==> src/rtl/wb_pkg.sv <==
// Shared Wishbone encodings and the read-master state type.
package wb_pkg;

  localparam logic [2:0] CTI_CLASSIC = 3'b000;
  localparam logic [2:0] CTI_INCR    = 3'b010;
  localparam logic [2:0] CTI_EOB     = 3'b111;
  localparam logic [1:0] BTE_LINEAR  = 2'b00;
  localparam logic [3:0] SEL_WORD    = 4'hF;

  typedef enum logic [1:0] {
    ST_IDLE  = 2'd0,
    ST_READ  = 2'd1,
    ST_DRAIN = 2'd2
  } rd_state_e;

  function automatic logic [31:0] next_word_adr(input logic [31:0] adr);
    return adr + 32'd4;
  endfunction

endpackage

==> src/rtl/wshb_if.sv <==
// Wishbone bus bundle, read-only subset used by the burst read master.
interface wshb_if;
  logic        cyc;
  logic        stb;
  logic        we;
  logic [3:0]  sel;
  logic [31:0] adr;
  logic [2:0]  cti;
  logic [1:0]  bte;
  logic [31:0] dat_sm;
  logic        ack;

  modport master (output cyc, stb, we, sel, adr, cti, bte, input dat_sm, ack);
  modport slave  (input cyc, stb, we, sel, adr, cti, bte, output dat_sm, ack);
endinterface

==> src/rtl/wb_rd_fifo.sv <==
// Synchronous FIFO buffering read data; a push and a pop may share a cycle even when full.
module wb_rd_fifo #(
  parameter  int FIFO_DEPTH = 4,
  parameter  int DW         = 32,
  localparam int AW         = $clog2(FIFO_DEPTH)
) (
  input  logic          clk,
  input  logic          rst,
  input  logic          push,
  input  logic [DW-1:0] din,
  input  logic          pop,
  output logic [DW-1:0] dout,
  output logic          full,
  output logic          empty,
  output logic [AW:0]   count
);

  logic [DW-1:0] r_mem [FIFO_DEPTH];
  logic [AW-1:0] r_wr_ptr;
  logic [AW-1:0] r_rd_ptr;
  logic [AW:0]   r_count;
  logic          w_do_pop;
  logic          w_do_push;

  assign empty     = (r_count == '0);
  assign full      = (r_count == (AW+1)'(FIFO_DEPTH));
  assign count     = r_count;
  assign dout      = r_mem[r_rd_ptr];
  assign w_do_pop  = pop && !empty;
  // A pop in the same cycle frees the slot the push needs.
  assign w_do_push = push && (!full || w_do_pop);

  always_ff @(posedge clk) begin
    if (w_do_push) r_mem[r_wr_ptr] <= din;
  end

  always_ff @(posedge clk or posedge rst) begin
    if (rst) begin
      r_wr_ptr <= '0;
      r_rd_ptr <= '0;
      r_count  <= '0;
    end else begin
      if (w_do_push) r_wr_ptr <= r_wr_ptr + 1'b1;
      if (w_do_pop)  r_rd_ptr <= r_rd_ptr + 1'b1;
      case ({w_do_push, w_do_pop})
        2'b10:   r_count <= r_count + 1'b1;
        2'b01:   r_count <= r_count - 1'b1;
        default: r_count <= r_count;
      endcase
    end
  end

endmodule

==> src/rtl/wb_read_master.sv <==
// Wishbone incrementing-burst read master feeding a small ready/valid output buffer.
// state | meaning: IDLE wait for start | READ cyc held, beats issued | DRAIN wait for buffer empty
module wb_read_master
  import wb_pkg::*;
#(
  parameter int LEN_W      = 12,
  parameter int FIFO_DEPTH = 4
) (
  input  logic             clk,
  input  logic             rst,
  wshb_if.master           wb_m,
  input  logic             start,
  input  logic [31:0]      base_adr,
  input  logic [LEN_W-1:0] n_words,
  output logic             busy,
  output logic             done,
  output logic [31:0]      out_data,
  output logic             out_valid,
  input  logic             out_ready
);

  localparam int               CNT_W   = $clog2(FIFO_DEPTH) + 1;
  localparam logic [CNT_W-1:0] OCC_MAX = CNT_W'(FIFO_DEPTH - 1);

  rd_state_e        r_state;
  rd_state_e        w_state_nxt;
  logic [31:0]      r_adr;
  logic [LEN_W-1:0] r_remaining;
  logic             r_done_zero;

  logic             w_cyc;
  logic             w_stb;
  logic [3:0]       w_sel;
  logic [2:0]       w_cti;
  logic             w_beat;
  logic             w_last;
  logic             w_start_ok;
  logic             w_launch;
  logic             w_drain_done;
  logic             w_push;
  logic             w_pop;
  logic             w_full;
  logic             w_empty;
  logic [CNT_W-1:0] w_count;

  assign w_last       = (r_remaining == LEN_W'(1));
  assign w_start_ok   = (r_state == ST_IDLE) && start;
  assign w_launch     = w_start_ok && (n_words != '0);
  assign w_drain_done = (r_state == ST_DRAIN) && w_empty;
  assign w_beat       = w_stb && wb_m.ack;
  assign out_valid    = !w_empty;
  assign w_pop        = out_valid && out_ready;
  assign w_push       = w_beat && (!w_full || w_pop);

  always_ff @(posedge clk or posedge rst) begin
    if (rst) r_state <= ST_IDLE;
    else     r_state <= w_state_nxt;
  end

  always_comb begin
    w_state_nxt = r_state;
    w_cyc       = 1'b0;
    w_stb       = 1'b0;
    w_sel       = 4'h0;
    w_cti       = CTI_CLASSIC;
    case (r_state)
      ST_IDLE: begin
        if (w_launch) w_state_nxt = ST_READ;
      end
      ST_READ: begin
        w_cyc = 1'b1;
        w_sel = SEL_WORD;
        w_cti = w_last ? CTI_EOB : CTI_INCR;
        // Stall the bus (cyc kept) when the buffer has no free slot.
        w_stb = (w_count <= OCC_MAX);
        if (w_stb && wb_m.ack && w_last) w_state_nxt = ST_DRAIN;
      end
      ST_DRAIN: begin
        if (w_empty) w_state_nxt = ST_IDLE;
      end
      default: w_state_nxt = ST_IDLE;
    endcase
  end

  always_ff @(posedge clk or posedge rst) begin
    if (rst) begin
      r_adr       <= '0;
      r_remaining <= '0;
      r_done_zero <= 1'b0;
    end else begin
      r_done_zero <= w_start_ok && (n_words == '0);
      if (w_launch) begin
        r_adr       <= base_adr & ~32'h3;
        r_remaining <= n_words;
      end else if (w_beat) begin
        r_adr       <= next_word_adr(r_adr);
        r_remaining <= r_remaining - 1'b1;
      end
    end
  end

  wb_rd_fifo #(
    .FIFO_DEPTH (FIFO_DEPTH),
    .DW         (32)
  ) u_fifo (
    .clk   (clk),
    .rst   (rst),
    .push  (w_push),
    .din   (wb_m.dat_sm),
    .pop   (w_pop),
    .dout  (out_data),
    .full  (w_full),
    .empty (w_empty),
    .count (w_count)
  );

  assign wb_m.cyc = w_cyc;
  assign wb_m.stb = w_stb;
  assign wb_m.we  = 1'b0;
  assign wb_m.sel = w_sel;
  assign wb_m.adr = r_adr;
  assign wb_m.cti = w_cti;
  assign wb_m.bte = BTE_LINEAR;

  assign busy = (r_state != ST_IDLE) && !w_drain_done;
  assign done = w_drain_done || r_done_zero;

endmodule

==> src/flat_wrapper.sv <==
// flat-port wrapper written by rule: the top's interface ports become plain ports
module wb_read_master_flat import wb_pkg::*;
#(
  parameter int LEN_W      = 12,
  parameter int FIFO_DEPTH = 4
)
  (clk, rst, start, base_adr, n_words, busy, done, out_data, out_valid, out_ready, wb_m_cyc, wb_m_stb, wb_m_we, wb_m_sel, wb_m_adr, wb_m_cti, wb_m_bte, wb_m_dat_sm, wb_m_ack);
  wshb_if wb_m_i ();
  input  logic clk;
  input  logic rst;
  input  logic start;
  input  logic [31:0] base_adr;
  input  logic [LEN_W-1:0] n_words;
  output logic busy;
  output logic done;
  output logic [31:0] out_data;
  output logic out_valid;
  input  logic out_ready;
  output wire logic [$bits(wb_m_i.cyc)-1:0] wb_m_cyc;
  output wire logic [$bits(wb_m_i.stb)-1:0] wb_m_stb;
  output wire logic [$bits(wb_m_i.we)-1:0] wb_m_we;
  output wire logic [$bits(wb_m_i.sel)-1:0] wb_m_sel;
  output wire logic [$bits(wb_m_i.adr)-1:0] wb_m_adr;
  output wire logic [$bits(wb_m_i.cti)-1:0] wb_m_cti;
  output wire logic [$bits(wb_m_i.bte)-1:0] wb_m_bte;
  input wire logic [$bits(wb_m_i.dat_sm)-1:0] wb_m_dat_sm;
  input wire logic [$bits(wb_m_i.ack)-1:0] wb_m_ack;
  assign wb_m_cyc = wb_m_i.cyc;
  assign wb_m_stb = wb_m_i.stb;
  assign wb_m_we = wb_m_i.we;
  assign wb_m_sel = wb_m_i.sel;
  assign wb_m_adr = wb_m_i.adr;
  assign wb_m_cti = wb_m_i.cti;
  assign wb_m_bte = wb_m_i.bte;
  assign wb_m_i.dat_sm = wb_m_dat_sm;
  assign wb_m_i.ack = wb_m_ack;
  wb_read_master #(.LEN_W(LEN_W), .FIFO_DEPTH(FIFO_DEPTH)) u_core (.clk(clk), .rst(rst), .wb_m(wb_m_i), .start(start), .base_adr(base_adr), .n_words(n_words), .busy(busy), .done(done), .out_data(out_data), .out_valid(out_valid), .out_ready(out_ready));
endmodule
==> config.mk <==
export PLATFORM = sky130hd
export DESIGN_NAME = wb_read_master_flat
export DESIGN_NICKNAME = d
export VERILOG_FILES = /design/src/rtl/wb_pkg.sv /design/src/rtl/wshb_if.sv /design/src/rtl/wb_rd_fifo.sv /design/src/rtl/wb_read_master.sv /design/src/flat_wrapper.sv
export SDC_FILE = /design/constraint.sdc
export NUM_CORES = 1
export LEC_CHECK = 0
export BUFFER_PORTS_ARGS = -buffer_cell sky130_fd_sc_hd__buf_2
export CAP_MARGIN = 20
export CORE_UTILIZATION = 45
export CTS_CLUSTER_DIAMETER = 200
export DETAILED_ROUTE_END_ITERATION = 10
export MAX_ROUTING_LAYER = met4
export PLACE_DENSITY_LB_ADDON = 0.25
export SLEW_MARGIN = 20
export SYNTH_ARGS = -nofsm -noshare
export SYNTH_HDL_FRONTEND = slang
export SYNTH_SLANG_ARGS = --single-unit
==> constraint.sdc <==
create_clock -name clk -period 2.9 [get_ports clk]
set_clock_uncertainty 0.15 [all_clocks]
set_input_delay 0.435 -clock clk [delete_from_list [all_inputs] [get_ports clk]]
set_output_delay 0.435 -clock clk [all_outputs]
set_load 0.02 [all_outputs]
* Word-level counts from Yosys, hierarchy flattened
Memories as Yosys holds them, arrays and structs flattened. Index checks and enable logic that the tools add are counted.
Cells by class: add/sub/neg operators 6, multiply operators 0, divide/modulo/power cells 0, magnitude comparators 1, equality and inequality tests 9, shift-type cells 0, mux-type cells 16, bitwise logic cells 0, reduce and logical (&&, ||, !) cells 26
Operators with widths (count):
- $mux 32 | 2
- $add 32x3->32 const B | 1
- $mux 12 | 2
- $eq 12x1->1 const B | 1
- $logic_and 1x1->1 | 12
- $logic_not 12->1 | 1
- $reduce_bool 12->1 | 1
- $sub 12x1->12 const B | 1
- $mux 2 | 3
- $mux 3 | 2
- $ne 2x1->1 const B | 3
- $pmux 2 s3 | 1
- $pmux 3 s2 | 1
- $reduce_bool 2->1 | 3
- $add 2x1->2 const B | 2
- $eq 2x1->1 const B | 2
- $eq 2x2->1 const B | 2
- $mux 1 | 4
- $mux 4 | 1
- $add 3x1->3 const B | 1
- $eq 3x3->1 const B | 1
- $le 3x2->1 const B | 1
- $logic_not 1->1 | 3
- $logic_not 3->1 | 1
- other kinds (4) | 6
Word-level totals: flip-flop bits (word level) 54, bits in latches 0, memory bits (writable) 128, memory bits (read-only) 0, bits of input ports 81, output and inout port bits 79, logic and storage cells 66, memories 1
Memory list:
- u_core.u_fifo.r_mem | words 4, width 32, read ports 1, clocked after memory_dff 0, write ports 1, line wb_rd_fifo.sv:18 | logic [DW-1:0] r_mem [FIFO_DEPTH];

* Logic depth before layout (Yosys ltp)
Gate-level depths: netlist of run 1.
depth after elaboration 8, mapped depth 10, depth with buffers taken out 9

* Hierarchy
From an unflattened synthesis of run 1, not the netlist that was laid out.
Unflattened totals: cell total of the unflattened synthesis 552, area total of the unflattened synthesis 7911.3 um^2
By module, submodules not included:
- wb_rd_fifo | times used 1, cells an instance 222, area an instance 5124.9 um^2, sequential area each 4018.9 um^2
- wb_read_master | times used 1, cells an instance 330, area an instance 2786.4 um^2, sequential area each 1126.1 um^2

* Worst setup path before layout of run 1
Ideal clock, no wire load.
path kind reg2reg, from register u_core.u_fifo.r_count[2], in the netlist u_core.u_fifo.count[2], to memory u_core.u_fifo.r_mem[0][0] (enable), library setup time 392 ps, arrival time 2114 ps, required time 2358 ps, path slack 244 ps, stages on the path, launching flop included 6, buffers on the path 3, clock period less this slack 2656 ps, cell sequence dfrtp_1 and4bb_1 buf_6 buf_2 clkbuf_1 and2_1
On the way: cells in the longest elaborated chain, start to end 8, elaborated cells on any way between the ends 15, those cells by class 1 x order compare; 1 x eq/ne; 3 x mux; 10 x reduce/logical
RTL lines:
- from (decl) | line wb_rd_fifo.sv:21 | logic [AW:0] r_count;
- from (signal assigned) | line wb_rd_fifo.sv:46 | 2'b10: r_count <= r_count + 1'b1;
- from (signal assigned) | line wb_rd_fifo.sv:47 | 2'b01: r_count <= r_count - 1'b1;
- from (signal assigned) | line wb_rd_fifo.sv:48 | default: r_count <= r_count;
- parallel branches: the longest is 5 deep, another holds $le 3x2->1
- $logic_and 1x1->1 (*) | line wb_rd_fifo.sv:31 | assign w_do_push = push && (!full || w_do_pop);
- $mux 1 (*) | line wb_rd_fifo.sv:34 | if (w_do_push) r_mem[r_wr_ptr] <= din;
- $mux 1 (implied by the code) (*) | line wb_rd_fifo.sv:34
- to (decl) | line wb_rd_fifo.sv:18
Every way passes the cells marked *.

* Worst setup path after layout of run 1
from register u_core.r_remaining[4], to output port wb_m_cti[0]
On the way: cells in the longest elaborated chain, start to end 3
RTL lines:
- from (decl) | line wb_read_master.sv:28 | logic [LEN_W-1:0] r_remaining;
- from (signal assigned) | line wb_read_master.sv:94 | r_remaining <= n_words;
- from (signal assigned) | line wb_read_master.sv:97 | r_remaining <= r_remaining - 1'b1;
- $eq 12x1->1 | line wb_read_master.sv:46 | assign w_last = (r_remaining == LEN_W'(1));
- $mux 3 | line wb_read_master.sv:73 | w_cti = w_last ? CTI_EOB : CTI_INCR;
- $mux 3 | line wb_read_master.sv:66 | case (r_state)
- to (decl) | line flat_wrapper.sv:24 | output wire logic [$bits(wb_m_i.cti)-1:0] wb_m_cti;
No other way between the ends.

==> results of run 1 <==
flip-flops by register name, indices dropped and copies added (netlist names):
register,cells
u_core.u_fifo.r_mem,128
u_core.wb_m.adr,30
u_core.r_remaining,12
u_core.u_fifo.count,3
u_core.r_state,2
u_core.u_fifo.r_rd_ptr,2
u_core.u_fifo.r_wr_ptr,2
u_core.r_done_zero,1
Yosys cell counts (2+ instances only):
| library cell | count |
|---|---|
| o21ai_1 | 22 |
| nand2b_1 | 2 |
| nor4_1 | 4 |
| a221o_1 | 3 |
| o311ai_0 | 2 |
| a31oi_1 | 3 |
| buf_4 | 13 |
| o311ai_1 | 5 |
| inv_1 | 13 |
| nand3_1 | 19 |
| dfrtp_1 | 52 |
| nor4_2 | 3 |
| xor2_1 | 14 |
| and2_1 | 5 |
| nor2_1 | 19 |
| edfxtp_1 | 128 |
| and3_1 | 6 |
| nand3_2 | 2 |
| buf_2 | 7 |
| or4_1 | 2 |
| a21oi_1 | 5 |
| mux4_2 | 32 |
| or3_1 | 4 |
| clkbuf_1 | 12 |
| xnor2_1 | 9 |
| nor3b_1 | 2 |
| nand2_1 | 54 |
| o211ai_1 | 12 |
| ha_1 | 8 |
| nand4_1 | 13 |
| o21ai_0 | 12 |
| nor3_2 | 2 |
| a22oi_1 | 4 |
| nor3_1 | 3 |
routing by layer:
metal | GRT usage, % | vias to the layer above | wire length [um]
li1 | - | 2292 | -
met1 | 25.6 | 2484 | 6940
met2 | 32.2 | 173 | 7990
met3 | 3.69 | 18 | 860
met4 | 7.07 | 0 | 258
met5 | - | - | 0
cell type report:
| type | instances | area [um^2] | area share (%) |
|---|---|---|---|
| clock buffer | 19 | 433 | 4.63 |
| sequential | 180 | 5150 | 55.0 |
| inverter | 14 | 57.6 | 0.615 |
| timing repair buffer | 169 | 953 | 10.2 |
| tap | 220 | 275 | 2.94 |
| multi-input combinational | 294 | 2400 | 25.7 |
| antenna | 1 | 2.50 | 0.0268 |
| clock inverter | 11 | 81.3 | 0.870 |
worst max-delay path, stage by stage, from the launching register on:
cell and delay (ps):
dfrtp_1 430, or3_1 470, nor3_2 280, nand4b_1 190, nor2_2 160, buf_2 180
power breakdown:
part | leakage [nW] | switching [mW] | internal [mW] | total, mW
clock | 0.238 | 0.935 | 1.09 | 2.03
combinational | 1.49 | 1.92 | 1.32 | 3.24
sequential | 1.81 | 0.494 | 3.36 | 3.86
cells by family (layout without fill, tap and decap cells):
family / count (synthesis) / in the layout
flip-flops: 180 / 180
AND/OR/NAND/NOR: 149 / 149
AO/OA/AOI/OAI: 75 / 75
buffers and inverters: 47 / 213
multiplexers: 33 / 33
XOR/XNOR: 23 / 23
adder cells (fa/ha/maj): 9 / 9
other: 1 / 6
worst min path at each step:
stage / endpoint / start / cells after the start / slack [ps]
after detailed placement: u_core.r_remaining[11] / u_core.r_remaining[11] / 1 / 340
after CTS: u_core.wb_m.adr[10] / base_adr[10] / 3 / 50
after global placement: u_core.u_fifo.count[0] / u_core.u_fifo.count[0] / 1 / 330
after floorplan: u_core.u_fifo.count[0] / u_core.u_fifo.count[0] / 1 / 310
after global routing: u_core.u_fifo.r_mem[2][22] / wb_m_dat_sm[22] / 1 / 60
final: u_core.wb_m.adr[10] / base_adr[10] / 3 / 70
cells in the final DEF, fill, tap and decap left out, drive strengths merged, types with 2 or more instances in the layout:
master,synthesis,routed
buf,21,168
edfxtp,128,128
nand2,54,54
dfrtp,52,52
o21ai,34,34
mux4,32,32
nand3,22,22
nor2,19,19
clkbuf,12,19
inv,14,18
xor2,14,14
nand4,14,14
o211ai,12,12
xnor2,9,9
ha,8,8
and3,8,8
nor4,8,8
o311ai,7,7
nor3,6,6
a21oi,5,5
conb,1,5
and2,5,5
clkinvlp,0,5
or3,4,4
a22oi,4,4
a31oi,4,4
a221o,3,3
or4,2,2
nor3b,2,2
nand2b,2,2
clkinv,0,2
what timing repair did:
item                                    4_1_cts  5_1_grt
hold endpoints to repair                     23        0
hold buffers                                  1        0
endpoints found under the setup margin        0        2
setup buffers                                 0        1
gates resized for setup                       0        1
metrics by stage:
stage                     hold WS, ps  instances  power, mW
after CTS                        53.3        906       9.23
after floorplan                   310        521       6.09
after global placement            327        875       7.07
final                            69.6        908       9.12
after global routing             60.2        908       9.66
after detailed placement          342        875       7.18
==> results.cfg, run 1 <==
[setup_path]
criticalPathCategory = reg -> out
critPathMaxFanout = 5
reg2reg_to = u_core.r_remaining[6]
arrival_ps = 2120
timing.rr.start = u_core.u_fifo.count[2]
worst_ep_required_time_ps = 2320
crit_path_start = u_core.r_remaining[4]
rr_worst_depth = 6
cp-start-kind = flip-flop
crit_path_end_kind = output port
reg2reg_slack_ps = 590
worstSetupEndpoint = wb_m_cti[0]

[detailed_routing]
via_per_inst = 5.47
wl_per_cell_um = 17.7
drtPass1Iterations = 5
routed_wl_um = 16000
via_count = 4967
drt_iter0_drc = 359
drc = 0
ant_nets = 0

[floorplanning]
die_w_um = 133
io_pins = 160
die-area_um2 = 17800
initial_core_util_pct = 46.5
die_h_um = 133
rows = 47
core_area_um2 = 16700

[cells_and_area]
fillCellCount = 1384
drive_gt1_share_pct = 36.2
postLayoutCoreUtil_pct = 56.0
nNetsFinal = 766
syn_to_final_growth_pct = 20.3
final_area_um2 = 9350

[cts]
cts_tree = yes
root_buffer = clkbuf_16
numCtsBuffers = 17
clk_pin_slew_ps = 70
clock_latency_ps = 420
clockBufferDepth = 2
numClockSinks = 180
htree_levels = 4

[synth]
synthTopCellsByArea = edfxtp_1 (49%), dfrtp_1 (17%), mux4_2 (9.3%), nand2_1 (2.6%), xor2_1 (1.6%)
synth_simple_gate_area_share_pct = 10.7
synth_top_family_by_area = simple AND/OR/NAND/NOR gates
muxShareOfSynthArea_pct = 9.40
synth_warnings = 0
synth_top_area_share_pct = 49.5
synth_cell_types = 55
synth_top_flop_cell = edfxtp_1
post_synth_inst_count = 517
synth_top_area_cell = edfxtp_1
synth_edf_count = 128
synth-async-reset-ratio_pct = 28.9
syn-cell-area_um2 = 7770
syn_area_per_cell_um2 = 15.0
synth-xor-area-share_pct = 2.59
ys_seq_area_share_pct = 66.2
synth_compound_area_share_pct = 6.36
synth-seq-cells = 180
synthAdderAreaFrac_pct = 1.55

[grt]
grt-ovfl-total = 0
antenna_found_initial = 1
grt_pass1_wl_um = 26400
grt_use_total_pct = 20.0
first_global_vias = 5136
grt_max_degree = 33

[timing]
min_period_ps = 2710
setup_viol = 0
finalCritPeriodShare_pct = 93.4
setup_tns_ps = 0
slew_viol_final = 0
tightest_slew_ps = 986
rsz0062_at_grt = false
setup_ws_ps = 192
slew_headroom_pct = 34.0
fmax_ghz = 0.369
final_hold_viol_count = 0

[placement]
port-buffer-count = 152
place_ws_ps = 355
hpwl_um = 10900
place_congestion = 0.878
placed_cell_area_um2 = 8810

[flow_run]
cap_viol_max_count = 0

[pwr]
ir_worst_vdd_uv = 481
p_leak_nw = 3.54
powerDensity_nw_per_um2 = 975

[outcome]
outcome = finished, final reports clean

[worst_hold_path]
hold_class = in -> reg
No activity file was read; power rests on OpenSTA's default activity.
==> inputs of run 2 (changes only) <==
BUFFER_PORTS_ARGS = -buffer_cell sky130_fd_sc_hd__clkbuf_2   (was -buffer_cell sky130_fd_sc_hd__buf_2)
==> results.cfg, run 2 (synthesized netlist as in run 1, its figures left out) <==
[setup_path]
criticalPathCategory = reg -> out
critPathMaxFanout = 5
cp-start-kind = flip-flop
worst_ep_required_time_ps = 2320
arrival_ps = 2110
crit_path_end_kind = output port

[detailed_routing]
drt_iter0_drc = 299
drtPass1Iterations = 5
via_count = 4987
drc = 0
via_per_inst = 5.50
wl_per_cell_um = 17.7
ant_nets = 0
routed_wl_um = 16000

[timing]
fmax_ghz = 0.371
rsz0062_at_grt = false
slew_viol_final = 0
tightest_slew_ps = 917
setup_viol = 0
final_hold_viol_count = 0
slew_headroom_pct = 38.6
finalCritPeriodShare_pct = 92.9
setup_tns_ps = 0
min_period_ps = 2690

[pwr]
p_switching_mw = 3.43
swShare_pct = 37.2
clockPowerShare_pct = 22.9
ir_worst_vdd_uv = 472
p_leak_nw = 3.57
p_seq_share_pct = 42.0
comb_power_share_pct = 35.1
powerDensity_nw_per_um2 = 983
p_int_mw = 5.79

[cells_and_area]
top_register = u_core.u_fifo.r_mem
postLayoutCoreUtil_pct = 56.1
nNetsFinal = 764
antenna_cells = 0
final_common_cell = clkbuf_2
syn_to_final_growth_pct = 20.7
layout_common_cells = clkbuf_2 (152), edfxtp_1 (128), nand2_1 (54), dfrtp_1 (51), mux4_2 (32)
drive_gt1_share_pct = 36.5
largest_reg_flops = 128

[floorplanning]
die-area_um2 = 17800
initial_core_util_pct = 46.5
core_area_um2 = 16700
die_w_um = 133
rows = 47
io_pins = 160
die_h_um = 133

[cts]
numClockSinks = 180
root_buffer = clkbuf_16
clock_latency_ps = 420
numCtsBuffers = 17
post_cts_buffers = 0
htree_levels = 4
clk_pin_slew_ps = 70
cts_tree = yes
clockBufferDepth = 2

[outcome]
outcome = finished, final reports clean

[placement]
port-buffer-count = 152
place_congestion = 0.874
hpwl_um = 10800

[worst_hold_path]
hold_class = in -> reg

[grt]
antenna_found_initial = 0
grt-ovfl-total = 0
grtUsageMet1_pct = 26.2
grt_max_degree = 36
met3_usage_pct = 3.54
grtUsageMet2_pct = 30.5
grt.busiest_layer = met2
first_global_vias = 4983
grt_use_total_pct = 19.7
grt_pass1_wl_um = 26000

[flow_run]
cap_viol_max_count = 0
run 2: cell types whose count changed in the layout (fill, tap and decap cells not counted), sizes merged:
cell,previous run,this run
inv,18,21
clkinv,2,4
buf,168,14
clkinvlp,5,4
diode,1,0
clkbuf,19,169
run 2: per-stage QoR:
step                cells  instance area, um^2  power [mW]  hold slack [ps]  setup WS, ps
finish                907                 9380        9.21             68.4           205
floorplan             521                 7790        6.09              310           244
global placement      874                 8810        7.06              318           462
detailed placement    874                 8810        7.18              323           444
CTS                   907                 9360        9.31             48.0          72.8
global route          907                 9380        9.73             56.5          74.3
run 2: area by class of cell:
cell class | count | area [um^2]
fillers | 1388 | 7320
flip-flops and latches | 180 | 5150
multi-input cells | 294 | 2410
repair buffers | 167 | 938
clock buffers | 17 | 425
well taps | 220 | 275
clock inverters | 15 | 120
inverters | 14 | 57.6
run 2: layer usage:
layer | routed length (um) | share of wire, %
met5 | 0 | 0
met4 | 194 | 1.2
met3 | 828 | 5.2
met2 | 7890 | 49
met1 | 7100 | 44
run 2: repair_timing:
item | 4_1_cts | 5_1_grt
endpoints found under the hold margin | 21 | 0
gates resized for setup | 0 | 3
endpoints found under the setup margin | 0 | 2
hold buffers | 1 | 0
run 2: path summary, 6_finish.rpt:
kind	startpoint	endpoint	slack, ps	depth (start not counted)
setup reg to reg	u_core.u_fifo.count[2]	u_core.wb_m.adr[18]	620	5
max in group asynchronous	rst	u_core.wb_m.adr[17]	1520	4
hold reg to reg	u_core.r_remaining[11]	u_core.r_remaining[11]	360	1
min in group asynchronous	rst	u_core.wb_m.adr[2]	420	3
hold / removal	base_adr[14]	u_core.wb_m.adr[14]	70	3
setup / recovery	u_core.r_remaining[4]	wb_m_cti[0]	210	5
run 2: power by group through the flow:
stage          Clock, mW  Combinational [mW]  Sequential (mW)
2_1_floorplan          0                2.09             4.00
6_report            2.11                3.23             3.87
3_3_place_gp           0                3.19             3.88
4_1_cts             2.17                3.27             3.87
3_5_place_dp           0                3.26             3.92
5_1_grt             2.26                3.50             3.96
run 2: worst max-delay path, stage by stage (launching register included):
cell and delay, ps:
dfrtp_1 430, or3_4 450, nor3_4 220, nand4b_1 210, nor2_2 180, clkbuf_2 190
==> inputs of run 3 (changes only) <==
CTS_BUF_LIST = sky130_fd_sc_hd__clkbuf_8   (was unset)
==> results.cfg, run 3 (synthesized netlist as in run 1, its figures left out) <==
[outcome]
outcome = finished, final reports clean

[pwr]
p_seq_share_pct = 44.7
p_int_mw = 5.28
p_switching_mw = 3.37
ir_worst_vdd_uv = 426
comb_power_share_pct = 37.4
p_leak_nw = 3.52
clockPowerShare_pct = 17.9
powerDensity_nw_per_um2 = 935
swShare_pct = 38.9

[cts]
clockBufferDepth = 2
clock_latency_ps = 450
cts_tree = yes
root_buffer = clkbuf_8
numClockSinks = 180
htree_levels = 4
clk_pin_slew_ps = 100
post_cts_buffers = 0
numCtsBuffers = 17

[detailed_routing]
drtPass1Iterations = 5
via_per_inst = 5.43
ant_nets = 0
via_count = 4963
routed_wl_um = 16100
wl_per_cell_um = 17.6
drt_iter0_drc = 276
drc = 0

[setup_path]
cp-start-kind = flip-flop
worst_ep_required_time_ps = 2320
rr_worst_depth = 5
crit_family = simple AND/OR/NAND/NOR gates
cp_cell_sequence = or3_4 -> nor3_4 -> nand4b_1 -> nor2_2 -> clkbuf_2
crit_path_start = u_core.r_remaining[4]
reg2reg_to = u_core.wb_m.adr[18]
critPathMaxFanout = 5
reg2reg_slack_ps = 630
arrival_ps = 2160
timing.rr.start = u_core.u_fifo.count[2]
cpPeakStageDelay_ps = 450
cp.depth = 5
criticalPathCategory = reg -> out
worstSetupEndpoint = wb_m_cti[0]
critPathBufInv = 1
slowest_stage = dfrtp_1
crit_path_end_kind = output port

[cells_and_area]
top_register = u_core.u_fifo.r_mem
largest_reg_flops = 128
antenna_cells = 0
fillCellCount = 1417
nNetsFinal = 771
layout_common_cells = clkbuf_2 (152), edfxtp_1 (128), nand2_1 (54), dfrtp_1 (51), mux4_2 (32)
syn_to_final_growth_pct = 19.1
final_common_cell = clkbuf_2
drive_gt1_share_pct = 36.2

[grt]
grt-ovfl-total = 0
grt_pass1_wl_um = 26000
first_global_vias = 5023
antenna_found_initial = 0
grt_use_total_pct = 19.8
grt_max_degree = 36

[floorplanning]
rows = 47
io_pins = 160
die_w_um = 133
die-area_um2 = 17800
core_area_um2 = 16700
die_h_um = 133
initial_core_util_pct = 46.5

[worst_hold_path]
hold_class = in -> reg

[placement]
port-buffer-count = 152
place_congestion = 0.874
hpwl_um = 10800

[timing]
fmax_ghz = 0.364
min_period_ps = 2740
slew_headroom_pct = 39.3
finalCritPeriodShare_pct = 94.6
setup_viol = 0
final_hold_viol_count = 0
slew_viol_final = 0
whs_ps = 39.0
rsz0062_at_grt = false
setup_tns_ps = 0
tightest_slew_ps = 907

[flow_run]
cap_viol_max_count = 0
-- run 3: cell count changes in the layout (fill, tap and decap cells not counted), sizes merged --
cell         change
dlygate4sd3      +7
-- run 3: layer usage --
| layer | vias to the layer above | track usage (%) | routed length [um] |
|---|---|---|---|
| li1 | 2305 | - | - |
| met1 | 2459 | 26.2 | 7110 |
| met2 | 178 | 30.8 | 7840 |
| met3 | 21 | 4.41 | 925 |
| met4 | 0 | 5.87 | 201 |
| met5 | - | - | 0 |
-- run 3: layout make-up --
class	instances	area [um^2]	share of cell area, %
flip-flops and latches	180	5150	55.6
multi-input cells	294	2410	26.1
repair buffers	174	1010	10.9
well taps	220	275	2.97
clock buffers	17	234	2.53
clock inverters	15	120	1.30
inverters	14	57.6	0.622
-- run 3: what timing repair did --
item / 4_1_cts / 5_1_grt
gates resized for setup: 0 / 3
hold buffers: 8 / 0
endpoints found under the hold margin: 28 / 0
setup endpoints to repair: 0 / 2
-- run 3: worst register-to-register path, stage by stage, from the launching register on --
cell and delay, ps:
dfrtp_1 430, and4bb_1 290, buf_4 250, nor2_1 720, o21ai_0 210, o311ai_1 130
-- run 3: worst min path at each step --
stage / start / to / slack, ps / cells past startpoint
floorplan: u_core.u_fifo.count[0] / u_core.u_fifo.count[0] / 310 / 1
global placement: rst / u_core.wb_m.adr[2] / 320 / 2
detailed placement: rst / u_core.wb_m.adr[2] / 320 / 2
CTS: base_adr[5] / u_core.wb_m.adr[5] / 0.9 / 3
global route: wb_m_dat_sm[0] / u_core.u_fifo.r_mem[3][0] / 8 / 1
finish: base_adr[5] / u_core.wb_m.adr[5] / 40 / 3
-- run 3: per-stage QoR --
stage / cells / area (um^2) / utilization (%) / setup slack [ps] / power [mW]
2_1_floorplan: 521 / 7790 / - / 244 / 6.09
3_3_place_gp: 874 / 8810 / 52.7 / 462 / 7.06
3_5_place_dp: 874 / 8810 / 52.7 / 444 / 7.18
4_1_cts: 914 / 9240 / 55.3 / 12.2 / 8.74
5_1_grt: 914 / 9260 / 55.4 / 9.10 / 9.16
6_report: 914 / 9260 / 55.4 / 156 / 8.65
-- run 3: power by group through the flow --
stage / combinational [mW] / clock (mW) / sequential [mW]
after floorplan: 2.09 / 0 / 4.00
after global placement: 3.19 / 0 / 3.88
after detailed placement: 3.26 / 0 / 3.92
after CTS: 3.28 / 1.60 / 3.86
after global routing: 3.51 / 1.69 / 3.96
final: 3.24 / 1.55 / 3.87
